[src/rtl/screen_layer_ctrl.sv]
// screen_layer_ctrl
// Frame-synchronous game-phase sequencer. Chooses which display layers reach
// the RGB priority mux, blinks selected layers at a frame-counted rate and
// holds game logic (freeze) whenever the game is not in active play.
module screen_layer_ctrl #(
  parameter int INTRO_FRAMES = 60,
  parameter int BLINK_FRAMES = 15,
  parameter int DEATH_FRAMES = 120,
  parameter int DONE_FRAMES  = 90,
  parameter int HOLD_FRAMES  = 60
) (
  input  logic       clk,
  input  logic       resetN,
  input  logic       startOfFrame,
  input  logic       restart,
  input  logic       player_dead,
  input  logic       level_complete,
  input  logic       game_over,
  output logic [9:0] layer_en,
  output logic       freeze,
  output logic [2:0] screen_state
);

  typedef enum logic [2:0] {
    ST_IDLE  = 3'd0,
    ST_INTRO = 3'd1,
    ST_PLAY  = 3'd2,
    ST_DEATH = 3'd3,
    ST_DONE  = 3'd4,
    ST_OVER  = 3'd5
  } state_t;

  // Last frame index of each timed phase: the exit happens on the pulse that
  // arrives while the counter already holds this value.
  localparam logic [7:0] INTRO_LAST = 8'(INTRO_FRAMES - 1);
  localparam logic [7:0] BLINK_LAST = 8'(BLINK_FRAMES - 1);
  localparam logic [7:0] DEATH_LAST = 8'(DEATH_FRAMES - 1);
  localparam logic [7:0] DONE_LAST  = 8'(DONE_FRAMES - 1);
  localparam logic [7:0] HOLD_MIN   = 8'(HOLD_FRAMES);

  localparam logic [9:0] MASK_RESET = 10'h3C0;

  state_t     state_r;
  state_t     state_nxt_s;
  logic [7:0] frame_cnt_r;
  logic [7:0] frame_cnt_nxt_s;
  logic [7:0] blink_cnt_r;
  logic [7:0] blink_cnt_nxt_s;
  logic       ph_r;
  logic       ph_nxt_s;
  logic [9:0] layer_en_r;
  logic       freeze_r;

  // Layer mask for a given phase and blink phase (ph=1 means visible).
  function automatic logic [9:0] mask_f(input state_t st, input logic ph);
    logic [9:0] m;
    case (st)
      ST_IDLE:  m = {ph, 3'b111, 6'b000000};
      ST_INTRO: m = 10'h1C0;
      ST_PLAY:  m = 10'h1FF;
      ST_DEATH: m = 10'h1EF | {5'b00000, ph, 4'b0000};
      ST_DONE:  m = 10'h1FD | {8'h00, ph, 1'b0};
      ST_OVER:  m = {ph, 9'h1FF};
      default:  m = MASK_RESET;
    endcase
    return m;
  endfunction

  // Next-phase decision; PLAY events are prioritised game_over > dead > done.
  always_comb begin
    state_nxt_s = state_r;
    case (state_r)
      ST_IDLE: begin
        if (restart) state_nxt_s = ST_INTRO;
        else         state_nxt_s = state_r;
      end
      ST_INTRO: begin
        if (startOfFrame && (frame_cnt_r == INTRO_LAST)) state_nxt_s = ST_PLAY;
        else                                             state_nxt_s = state_r;
      end
      ST_PLAY: begin
        if (game_over)           state_nxt_s = ST_OVER;
        else if (player_dead)    state_nxt_s = ST_DEATH;
        else if (level_complete) state_nxt_s = ST_DONE;
        else                     state_nxt_s = state_r;
      end
      ST_DEATH: begin
        if (startOfFrame && (frame_cnt_r == DEATH_LAST)) state_nxt_s = ST_INTRO;
        else                                             state_nxt_s = state_r;
      end
      ST_DONE: begin
        if (startOfFrame && (frame_cnt_r == DONE_LAST)) state_nxt_s = ST_INTRO;
        else                                            state_nxt_s = state_r;
      end
      ST_OVER: begin
        if (restart && (frame_cnt_r >= HOLD_MIN)) state_nxt_s = ST_INTRO;
        else                                      state_nxt_s = state_r;
      end
      default: state_nxt_s = ST_IDLE;
    endcase
  end

  // Frame and blink counters; a phase change restarts them and a frame pulse
  // in the same cycle is not credited to the new phase.
  always_comb begin
    frame_cnt_nxt_s = frame_cnt_r;
    blink_cnt_nxt_s = blink_cnt_r;
    ph_nxt_s        = ph_r;
    if (state_nxt_s != state_r) begin
      frame_cnt_nxt_s = 8'd0;
      blink_cnt_nxt_s = 8'd0;
      ph_nxt_s        = 1'b1;
    end else if (startOfFrame) begin
      if (frame_cnt_r != 8'hFF) frame_cnt_nxt_s = frame_cnt_r + 8'd1;
      else                      frame_cnt_nxt_s = frame_cnt_r;
      if (blink_cnt_r == BLINK_LAST) begin
        blink_cnt_nxt_s = 8'd0;
        ph_nxt_s        = ~ph_r;
      end else begin
        blink_cnt_nxt_s = blink_cnt_r + 8'd1;
        ph_nxt_s        = ph_r;
      end
    end else begin
      frame_cnt_nxt_s = frame_cnt_r;
      blink_cnt_nxt_s = blink_cnt_r;
      ph_nxt_s        = ph_r;
    end
  end

  // State, counters and the registered output decode.
  always_ff @(posedge clk or negedge resetN) begin
    if (!resetN) begin
      state_r     <= ST_IDLE;
      frame_cnt_r <= 8'd0;
      blink_cnt_r <= 8'd0;
      ph_r        <= 1'b1;
      layer_en_r  <= MASK_RESET;
      freeze_r    <= 1'b1;
    end else begin
      state_r     <= state_nxt_s;
      frame_cnt_r <= frame_cnt_nxt_s;
      blink_cnt_r <= blink_cnt_nxt_s;
      ph_r        <= ph_nxt_s;
      layer_en_r  <= mask_f(state_nxt_s, ph_nxt_s);
      freeze_r    <= (state_nxt_s != ST_PLAY);
    end
  end

  assign layer_en     = layer_en_r;
  assign freeze       = freeze_r;
  assign screen_state = state_r;

endmodule
[config.mk]
export PLATFORM = sky130hd
export DESIGN_NAME = screen_layer_ctrl
export DESIGN_NICKNAME = d
export VERILOG_FILES = /design/src/rtl/screen_layer_ctrl.sv
export SDC_FILE = /design/constraint.sdc
export NUM_CORES = 1
export LEC_CHECK = 0
export CAP_MARGIN = 20
export CELL_PAD_IN_SITES_DETAIL_PLACEMENT = 1
export CELL_PAD_IN_SITES_GLOBAL_PLACEMENT = 1
export CORE_MARGIN = 3
export CORE_UTILIZATION = 43
export CTS_BUF_LIST = sky130_fd_sc_hd__clkbuf_8
export DETAILED_ROUTE_END_ITERATION = 12
export PLACE_DENSITY = 0.88
export SETUP_SLACK_MARGIN = 0.2
export SKIP_CTS_REPAIR_TIMING = 1
export SLEW_MARGIN = 20
export SYNTH_ARGS = -nofsm -noshare
export SYNTH_HDL_FRONTEND = slang
export SYNTH_SLANG_ARGS = --single-unit
[constraint.sdc]
create_clock -name clk -period 2 [get_ports clk]
set_input_delay 0.4 -clock clk [delete_from_list [all_inputs] [get_ports clk]]
set_output_delay 0.4 -clock clk [all_outputs]
set_load 0.005 [all_outputs]
==> Word-level counts from Yosys, hierarchy flattened <==
Index checks and enable logic that the tools add are counted.
{ "op_classes": {"add_sub_neg": 2, "order_cmp": 1, "n_eq_ne": 17, "muxes": 19, "bitwise": 1, "n_reduce_logical": 9} }
{ "ops": {"columns": ["cell", "n"], "rows": [
  ["$pmux 10 s6", 1],
  ["$mux 8", 6],
  ["$mux 3", 8],
  ["$pmux 3 s6", 1],
  ["$add 8x1->8 const B", 2],
  ["$eq 8x7->1 const B", 2],
  ["$eq 3x2->1 const B", 4],
  ["$eq 3x3->1 const B", 4],
  ["$eq 8x4->1 const B", 1],
  ["$eq 8x6->1 const B", 1],
  ["$ge 8x6->1 const B", 1],
  ["$ne 8x8->1 const B", 1],
  ["$eq 3x1->1 const B", 2],
  ["$logic_not 3->1", 2],
  ["$logic_and 1x1->1", 4],
  ["$reduce_bool 2->1", 2],
  ["$mux 1", 3],
  ["$ne 3x2->1 const B", 1],
  ["$ne 3x3->1", 1],
  ["$reduce_and 2->1", 1],
  ["$not 1->1", 1]
]} }
{ "word_totals": {"register_bits": 31, "in_bits": 7, "output_inout_bits": 14, "elab_cells": 55} }

==> Depth between registers and ports, before layout <==
Gate-level depths: netlist (run 1).
{ "depth": {"depth_word": 7, "ltp_mapped": 8, "depth_no_buf": 7} }

==> Worst setup path after synthesis (run 1) <==
OpenSTA, ideal clock, no wires.
{ "synth_path": {"kind": "reg2reg", "from": "reg frame_cnt_r[0]", "to": "reg layer_en_r[1] (netlist: layer_en[1])", "setup_time_ns": 0.160, "arrival_ns": 1.645, "t_required_ns": 1.840, "setup_slack_ns": 0.194, "stages_incl_launch_ff": 7, "n_path_buf": 0, "period_less_slack_ns": 1.806, "cell_sequence": "dfrtp_1 ha_1 and4_1 nand4_1 o41ai_1 a211oi_1 a41oi_1"} }
{ "synth_via": {"elab_chain_len": 7} }
{ "synth_rtl": {"columns": ["item", "line", "text"], "rows": [
  ["start: declaration", "45", "logic [7:0] frame_cnt_r;"],
  ["start signal: assignment", "141", "frame_cnt_r <= frame_cnt_nxt_s;"],
  ["$ge 8x6->1, or another cell as far along", "96", "if (restart && (frame_cnt_r >= HOLD_MIN)) state_nxt_s = ST_INTRO;"],
  ["$logic_and 1x1->1, on equally long branches", null, null],
  ["$mux 3, on equally long branches", null, null],
  ["$pmux 3 s6 (*)", "72", "case (state_r)"],
  ["$ne 3x3->1", "109", "if (state_nxt_s != state_r) begin"],
  ["$mux 1", "109", null],
  ["$pmux 10 s6 (*)", "57", "case (st)"],
  ["end signal: assignment", "144", "layer_en_r <= mask_f(state_nxt_s, ph_nxt_s);"],
  ["end: declaration", "51", "logic [9:0] layer_en_r;"]
]} }
Every way passes the cells marked *; elsewhere a longest branch is shown, timed or not.
A chain may end at the register's enable or synchronous reset.

==> Final worst setup path (run 1) <==
{ "layout_path": {"from": "reg state_r[0] (netlist: screen_state[0])", "to": "reg blink_cnt_r[5]"} }
{ "layout_via": {"elab_chain_len": 6} }
{ "layout_rtl": {"columns": ["item", "line", "text"], "rows": [
  ["start: declaration", "43", "state_t state_r;"],
  ["start signal: assignment", "140", "state_r <= state_nxt_s;"],
  ["$mux 3", "84", "else if (level_complete) state_nxt_s = ST_DONE;"],
  ["$mux 3", "83", "else if (player_dead) state_nxt_s = ST_DEATH;"],
  ["$mux 3", "82", "if (game_over) state_nxt_s = ST_OVER;"],
  ["$pmux 3 s6", "72", null],
  ["$ne 3x3->1 (*)", "109", null],
  ["$mux 8 / $reduce_bool 2->1 (equally long branches)", null, null],
  ["end signal: assignment", "142", "blink_cnt_r <= blink_cnt_nxt_s;"],
  ["end: declaration", "47", "logic [7:0] blink_cnt_r;"]
]} }
Marks and branches as above.

==> load_flow_metrics.sql, run 1 <==
INSERT INTO impl_metrics (metric_group, metric, value, unit) VALUES
('status', 'status', 'finished with violations', ''),
('status', 'failed_checks', 'negative setup slack', ''),
('clock_network', 'cts_buffers', '3', ''),
('critical_path', 'regToRegEndpoint', 'blink_cnt_r[5]$_DFFE_PN0P_', ''),
('cells_and_area', 'n_antenna_cell', '0', ''),
('cells_and_area', 'syn2layout_area_growth', '33.9', '%'),
('timing', 'timing_max_transition_violations_final', '0', ''),
('critical_path', 'path_delay_family', 'compound AO/OA/AOI/OAI gates', ''),
('grt', 'grt_usage', '20.9', '%'),
('cells_and_area', 'fraction_of_final_layout_cells_with_drive_strength_greater_than_1', '30.2', '%'),
('clock_network', 'htree_levels', '1', ''),
('critical_path', 'slowest_stage_cell_crit_path', 'dfrtp_1', ''),
('floorplanning', 'rows', '20', ''),
('cells_and_area', 'sequential_cell_area', '631', 'µm²'),
('floorplanning', 'die_x', '64.9', 'µm'),
('cells_and_area', 'final_core_util', '62.9', '%'),
('synth', 'synth_edf_count', '0', ''),
('critical_path', 'cp-start-kind', 'register', ''),
('synth', 'ys_ff_latch', '25', ''),
('placement', 'port_buffers', '17', ''),
('clock_network', 'cts_tree', 'built', ''),
('timing', 'maxClockFrequency', '471', 'MHz'),
('floorplanning', 'design.die.area', '4210', 'µm²'),
('critical_path', 'crit_end', 'blink_cnt_r[5]$_DFFE_PN0P_', ''),
('placement', 'dp_hpwl', '2.91', 'mm'),
('grt', 'pin_count_of_the_biggest_net_entering_global_routing', '26', ''),
('synth', 'avgSynthCellArea', '9.57', 'µm²'),
('cells_and_area', 'fillers', '354', ''),
('routing', 'average_wire_length_per_cell_after_detail_routing', '22.3', 'µm'),
('power_and_ir_drop', 'power.leakage', '0.918', 'nW'),
('routing', 'detail_route.iter0.violations', '99', ''),
('cells_and_area', 'finish.cell_count_without_fillers', '233', ''),
('critical_path', 'critical_path.n_buffers_inverters', '2', ''),
('routing', 'via_count', '1396', ''),
('routing', 'finalWirelength', '5.19', 'mm'),
('floorplanning', 'floorplan.io_pins', '21', ''),
('timing', 'finalSetupViolations', '14', ''),
('timing', 'fin_worst_hold_slack', '0.490', 'ns'),
('power_and_ir_drop', 'power.total', '1.96', 'mW'),
('hold_path', 'timing.hold.worst.class', 'in2async', ''),
('synth', 'netlist-cell-type-count', '46', ''),
('critical_path', 'worst_ep_required_time', '2.18', 'ns'),
('critical_path', 'worst-r2r-setup-slack', '-0.12', 'ns'),
('timing', 'timing.final.crit_share', '106', '%'),
('critical_path', 'crit-reg2reg-launch', 'screen_state[0]$_DFF_PN0_', ''),
('placement', 'post-place-cells', '220', ''),
('job', 'drv.max_cap_violation_count', '0', ''),
('power_and_ir_drop', 'ir_worst_vdd', '0.712', 'mV'),
('timing', 'clock-skew-final', '0.0101', 'ns'),
('critical_path', 'crit_path_max_fanout', '9', ''),
('timing', 'final.setup.tns', '-0.606', 'ns'),
('cells_and_area', 'post_layout_nets', '202', ''),
('synth', 'synth_seq_area_share', '42.2', '%'),
('floorplanning', 'floorplan.initialDensity', '47.0', '%'),
('routing', 'avgViaCountPerCell', '5.99', ''),
('clock_network', 'clock_insertion_delay_worst_skew', '0.27', 'ns'),
('clock_network', 'clock_path_buffers', '2', ''),
('critical_path', 'worst-path-stages', '6', ''),
('routing', 'antenna_violating_nets_post_route', '0', ''),
('timing', 'timing.final.ws_setup', '-0.122', 'ns'),
('critical_path', 'cp_cell_sequence', 'buf_4 > inv_2 > o21a_1 > a21o_1 > a211o_2 > nor3_2', ''),
('floorplanning', 'die_height', '64.9', 'µm'),
('critical_path', 'worstPathArrival', '2.30', 'ns'),
('clock_network', 'cts.sink_count', '25', ''),
('floorplanning', 'core_region_area', '3180', 'µm²'),
('routing', 'drt_pre_antenna_iters', '4', ''),
('synth', 'postSynthCellCount', '156', ''),
('clock_network', 'clock_tree.root_cell', 'clkbuf_8', ''),
('synth', 'syn_area', '1490', 'µm²'),
('grt', 'grt_antenna_before_repair', '0', ''),
('cells_and_area', 'multiInputGateArea', '895', 'µm²');
power by group:
group / switching, mW / internal [mW] / total [mW]
sequential: 0.150 / 0.620 / 0.770
combinational: 0.447 / 0.437 / 0.883
clock: 0.167 / 0.139 / 0.306
total: 0.763 / 1.20 / 1.96
worst register-to-register path, delay by kind of cell (launching register included):
| family | cells | cell delay (ns) |
|---|---|---|
| buf+inv | 2 | 0.26 |
| compound gates | 3 | 0.92 |
| flops | 1 | 0.57 |
| simple gates | 1 | 0.28 |
how the worst min path moves through the flow:
stage | slack [ns] | endpoint | from | depth (start not counted)
after CTS | 0.51 | screen_state[2]$_DFF_PN0_ | resetN | 2
after global placement | 0.54 | blink_cnt_r[7]$_DFFE_PN0P_ | blink_cnt_r[7]$_DFFE_PN0P_ | 2
after global routing | 0.52 | screen_state[1]$_DFF_PN0_ | resetN | 2
after detailed placement | 0.57 | blink_cnt_r[7]$_DFFE_PN0P_ | blink_cnt_r[7]$_DFFE_PN0P_ | 2
final | 0.49 | screen_state[1]$_DFF_PN0_ | resetN | 2
after floorplan | 0.10 | blink_cnt_r[0]$_DFFE_PN0P_ | resetN | 0
metal layers:
metal,part of all wire [%],vias to the layer above,GRT usage [%],routed length [µm]
li1,-,617,-,-
met1,40,705,23.3,2100
met2,52,60,40.5,2720
met3,4.7,14,3.64,242
met4,2.5,0,4.75,129
met5,0,-,0,0
sequential cells by signal, summed over array words and instances, names as in the netlist:
name and flops:
screen_state 3, ph_r 1, frame_cnt_r 8, blink_cnt_r 8
freeze 1, layer_en 4
kinds of logic (layout without fill, tap and decap cells):
group | Yosys count | after routing | synth area share [%]
buffers and inverters | 22 | 52 | 8.13
flip-flops | 25 | 25 | 42.2
other | 1 | 3 | 0.251
adder cells (fa/ha/maj) | 5 | 5 | 4.19
AND/OR/NAND/NOR | 62 | 62 | 23.1
XOR/XNOR | 11 | 11 | 6.45
AO/OA/AOI/OAI | 30 | 31 | 15.8
cells in the final DEF, fill, tap and decap left out, types with 4 or more instances in the layout:
cell             instances
a21oi_1                  6
buf_4                   19
clkdlybuf4s50_1         17
dfrtp_1                 21
inv_1                    7
nand2_1                  7
nand3_1                  4
nand4_1                  4
nor2_1                  21
nor3_1                   6
xnor2_1                  7
final cells by class:
| type | instances | share of cell area [%] |
|---|---|---|
| multi-input cells | 112 | 44.7 |
| flip-flops and latches | 25 | 31.5 |
| repair buffers | 38 | 16.8 |
| well taps | 44 | 2.75 |
| clock buffers | 3 | 2.07 |
| inverters | 10 | 1.88 |
| clock inverters | 1 | 0.250 |
stage by stage:
step,instance area [µm²],setup WS [ns]
after global placement,1740,-0.155
after CTS,1790,-0.0383
after floorplan,1510,0.209
final,2000,-0.122
after detailed placement,1740,-0.294
after global routing,2000,-0.204
synth_stat cells, drive strengths merged, types with 3 or more instances:
cell type / count / area share [%]
a211oi: 4 / 2.3
a21oi: 6 / 2.0
buf: 12 / 5.6
dfrtp: 22 / 37
dfstp: 3 / 5.3
ha: 5 / 4.2
inv: 10 / 2.5
nand2: 7 / 1.8
nand3: 4 / 1.3
nand4: 4 / 1.7
nor2: 22 / 5.5
nor3: 9 / 3.4
o21a: 3 / 1.5
xnor2: 8 / 4.7
xor2: 3 / 1.8
No activity file was read; power rests on OpenSTA's default activity.
==> run 2, diff against run 1 <==
Settings changed: SLEW_MARGIN 20 to 15.
==> results of run 2 <==
Same layout as run 1: the final DEF is identical, and so are final timing and power.
==> run 3, diff against run 2 <==
Settings changed: CORE_UTILIZATION 43 to 41, CTS_BUF_LIST sky130_fd_sc_hd__clkbuf_8 to default, PLACE_DENSITY 0.88 to 0.85.
==> run 3 against run 2 <==
Compared with the run above:
- sequential power down 3%
- largest cell class unchanged
- critical endpoint is now layer_en[4]$_DFF_PN0_
- highest routed layer unchanged
- via count down 6.0%
- flip-flop and latch count unchanged
- the flow still finishes with violations (negative setup slack)
- non-clock buffer count unchanged
- combinational power up 5.0%
==> load_flow_metrics.sql, run 3 (synthesis results as in run 1) <==
INSERT INTO impl_metrics (metric_group, metric, value, unit) VALUES
('critical_path', 'regToRegEndpoint', 'layer_en[9]$_DFF_PN1_', ''),
('timing', 'final.setup.tns', '-0.0118', 'ns'),
('clock_network', 'clock_path_buffers', '2', ''),
('critical_path', 'worstPathArrival', '2.25', 'ns'),
('routing', 'average_wire_length_per_cell_after_detail_routing', '18.6', 'µm'),
('routing', 'drc', '0', ''),
('critical_path', 'critPathMostFrequentCell', 'buf_4', ''),
('routing', 'drt_pre_antenna_iters', '4', ''),
('critical_path', 'worst_setup_path_startpoint', 'startOfFrame', ''),
('floorplanning', 'floorplan.io_pins', '21', ''),
('timing', 'timing_max_transition_violations_final', '0', ''),
('grt', 'grt_pass1_vias', '1282', ''),
('cells_and_area', 'syn2layout_area_growth', '36.1', '%'),
('cells_and_area', 'final_cell_mix', 'buf_4 (20), dfrtp_1 (19), nor2_1 (15), clkdlybuf4s50_1 (15), inv_1 (8)', ''),
('timing', 'timing.final.crit_share', '100', '%'),
('critical_path', 'worst-r2r-setup-slack', '0', 'ns'),
('routing', 'via_count', '1312', ''),
('timing', 'maxClockFrequency', '498', 'MHz'),
('floorplanning', 'design.die.area', '4400', 'µm²'),
('floorplanning', 'core_region_area', '3420', 'µm²'),
('clock_network', 'cts_tree', 'built', ''),
('timing', 'final.min_clock_period', '2.01', 'ns'),
('critical_path', 'depth_of_the_worst_register_to_register_path', '7', ''),
('status', 'status', 'finished with violations', ''),
('critical_path', 'crit_path_end_kind', 'register', ''),
('grt', 'pin_count_of_the_biggest_net_entering_global_routing', '26', ''),
('timing', 'finalSetupViolations', '3', ''),
('critical_path', 'crit-reg2reg-launch', 'frame_cnt_r[1]$_DFFE_PN0P_', ''),
('clock_network', 'clock_insertion_delay_worst_skew', '0.31', 'ns'),
('critical_path', 'worst_ep_required_time', '2.24', 'ns'),
('cells_and_area', 'multiInputGateArea', '941', 'µm²'),
('critical_path', 'cp_cell_sequence', 'clkdlybuf4s50_1 > nor4b_2 > nand4_1 > buf_4 > o41ai_2 > buf_4 > nor2_4 > a41oi_2', ''),
('timing', 'fin_worst_hold_slack', '0.442', 'ns'),
('routing', 'avgViaCountPerCell', '5.58', ''),
('grt', 'grt_remaining_overflow', '0', ''),
('routing', 'detail_route.iter0.violations', '50', ''),
('grt', 'grt_antenna_before_repair', '0', ''),
('cells_and_area', 'finish.cell_count_without_fillers', '235', ''),
('critical_path', 'crit_path_max_fanout', '6', ''),
('placement', 'dp_hpwl', '2.80', 'mm'),
('clock_network', 'clock_tree.root_cell', 'clkbuf_4', ''),
('critical_path', 'setup.worst_path.class', 'in2reg', ''),
('clock_network', 'htree_levels', '1', ''),
('cells_and_area', 'sequential_cell_area', '633', 'µm²'),
('timing', 'clock-skew-final', '0.00602', 'ns'),
('clock_network', 'cts_buffers', '3', ''),
('power_and_ir_drop', 'ir_worst_vdd', '0.569', 'mV'),
('clock_network', 'cts.sink_count', '25', ''),
('cells_and_area', 'layout.cells.most_common', 'buf_4', ''),
('timing', 'final_hold_viols', '0', ''),
('placement', 'port_buffers', '17', ''),
('clock_network', 'clkSlewWorstSetupHoldPaths', '0.13', 'ns'),
('routing', 'antenna_violating_nets_post_route', '0', ''),
('hold_path', 'timing.hold.worst.class', 'in2async', ''),
('cells_and_area', 'fraction_of_final_layout_cells_with_drive_strength_greater_than_1', '34.9', '%'),
('job', 'drv.max_cap_violation_count', '0', ''),
('placement', 'placedInstanceArea', '1740', 'µm²'),
('power_and_ir_drop', 'powerDensity', '934', 'nW/µm²'),
('placement', 'post-place-cells', '221', ''),
('floorplanning', 'floorplan.initialDensity', '43.7', '%'),
('timing', 'timing.final.ws_setup', '-0.00694', 'ns'),
('cells_and_area', 'post_layout_nets', '202', ''),
('floorplanning', 'die_x', '66.3', 'µm'),
('grt', 'grt_usage', '18.0', '%'),
('power_and_ir_drop', 'power.total', '1.90', 'mW'),
('cells_and_area', 'fillers', '368', ''),
('grt', 'first_pass_grt_wire_length', '6.13', 'mm'),
('status', 'failed_checks', 'negative setup slack', ''),
('critical_path', 'slowest_stage_cell_crit_path', 'clkdlybuf4s50_1', ''),
('routing', 'finalWirelength', '4.36', 'mm'),
('floorplanning', 'rows', '21', ''),
('placement', 'gp_congestion', '0.905', ''),
('cells_and_area', 'final_design_area_no_fill', '2030', 'µm²'),
('critical_path', 'slowest_delay', '0.54', 'ns'),
('power_and_ir_drop', 'power.leakage', '0.915', 'nW'),
('timing', 'grt_setup_unrepaired', 'true', ''),
('cells_and_area', 'n_antenna_cell', '0', ''),
('critical_path', 'cp-start-kind', 'input port', ''),
('critical_path', 'crit_end', 'layer_en[4]$_DFF_PN0_', ''),
('floorplanning', 'die_height', '66.3', 'µm');
[run 3: cell types whose count changed in the layout (fill, tap and decap cells not counted), sizes merged]
cell / delta
clkdlybuf4s50: -2
dlymetal6s2s: +2
clkbuf: +1
clkinv: -1
[run 3: how the worst min path moves through the flow]
stage                               start                    endpoint  slack (ns)  cells past startpoint
2_1_floorplan                      resetN  blink_cnt_r[0]$_DFFE_PN0P_        0.10                      0
5_1_grt                            resetN   screen_state[2]$_DFF_PN0_        0.45                      2
4_1_cts                            resetN   screen_state[2]$_DFF_PN0_        0.46                      2
6_report                           resetN   screen_state[2]$_DFF_PN0_        0.44                      2
3_3_place_gp   blink_cnt_r[7]$_DFFE_PN0P_  blink_cnt_r[7]$_DFFE_PN0P_        0.55                      2
3_5_place_dp   blink_cnt_r[7]$_DFFE_PN0P_  blink_cnt_r[7]$_DFFE_PN0P_        0.57                      2
[run 3: layer usage]
layer / global-route usage [%] / vias to the layer above / routed length [µm]
li1: - / 608 / -
met3: 1.70 / 12 / 154
met2: 31.4 / 36 / 2290
met4: 5.33 / 0 / 143
met5: 0 / - / 0
met1: 23.5 / 656 / 1770
[run 3: area by class of cell]
class	instances	share of cell area, %
Inverter	10	1.85
Clock buffer	4	1.29
Timing Repair Buffer	38	16.6
Sequential cell	25	31.2
Multi-Input combinational cell	112	46.3
Tap cell	46	2.83
[run 3: critical path: cells and delay by family]
| kind | cells | cell delay (ns) |
|---|---|---|
| compound gates | 2 | 0.21 |
| buf+inv | 3 | 0.96 |
| simple gates | 3 | 0.68 |
[run 3: power by group]
part | switching [mW] | total (mW) | internal [mW] | leakage, nW
Combinational | 0.460 | 0.927 | 0.468 | 0.579
Clock | 0.143 | 0.221 | 0.0779 | 0.0150
Sequential | 0.128 | 0.750 | 0.621 | 0.321
[run 3: metrics by stage]
stage	setup WS [ns]	util, %
floorplan	0.209	-
global placement	-0.216	50.9
detailed placement	-0.348	50.9
CTS	-0.102	51.7
global route	-0.0862	59.5
finish	-0.00694	59.5
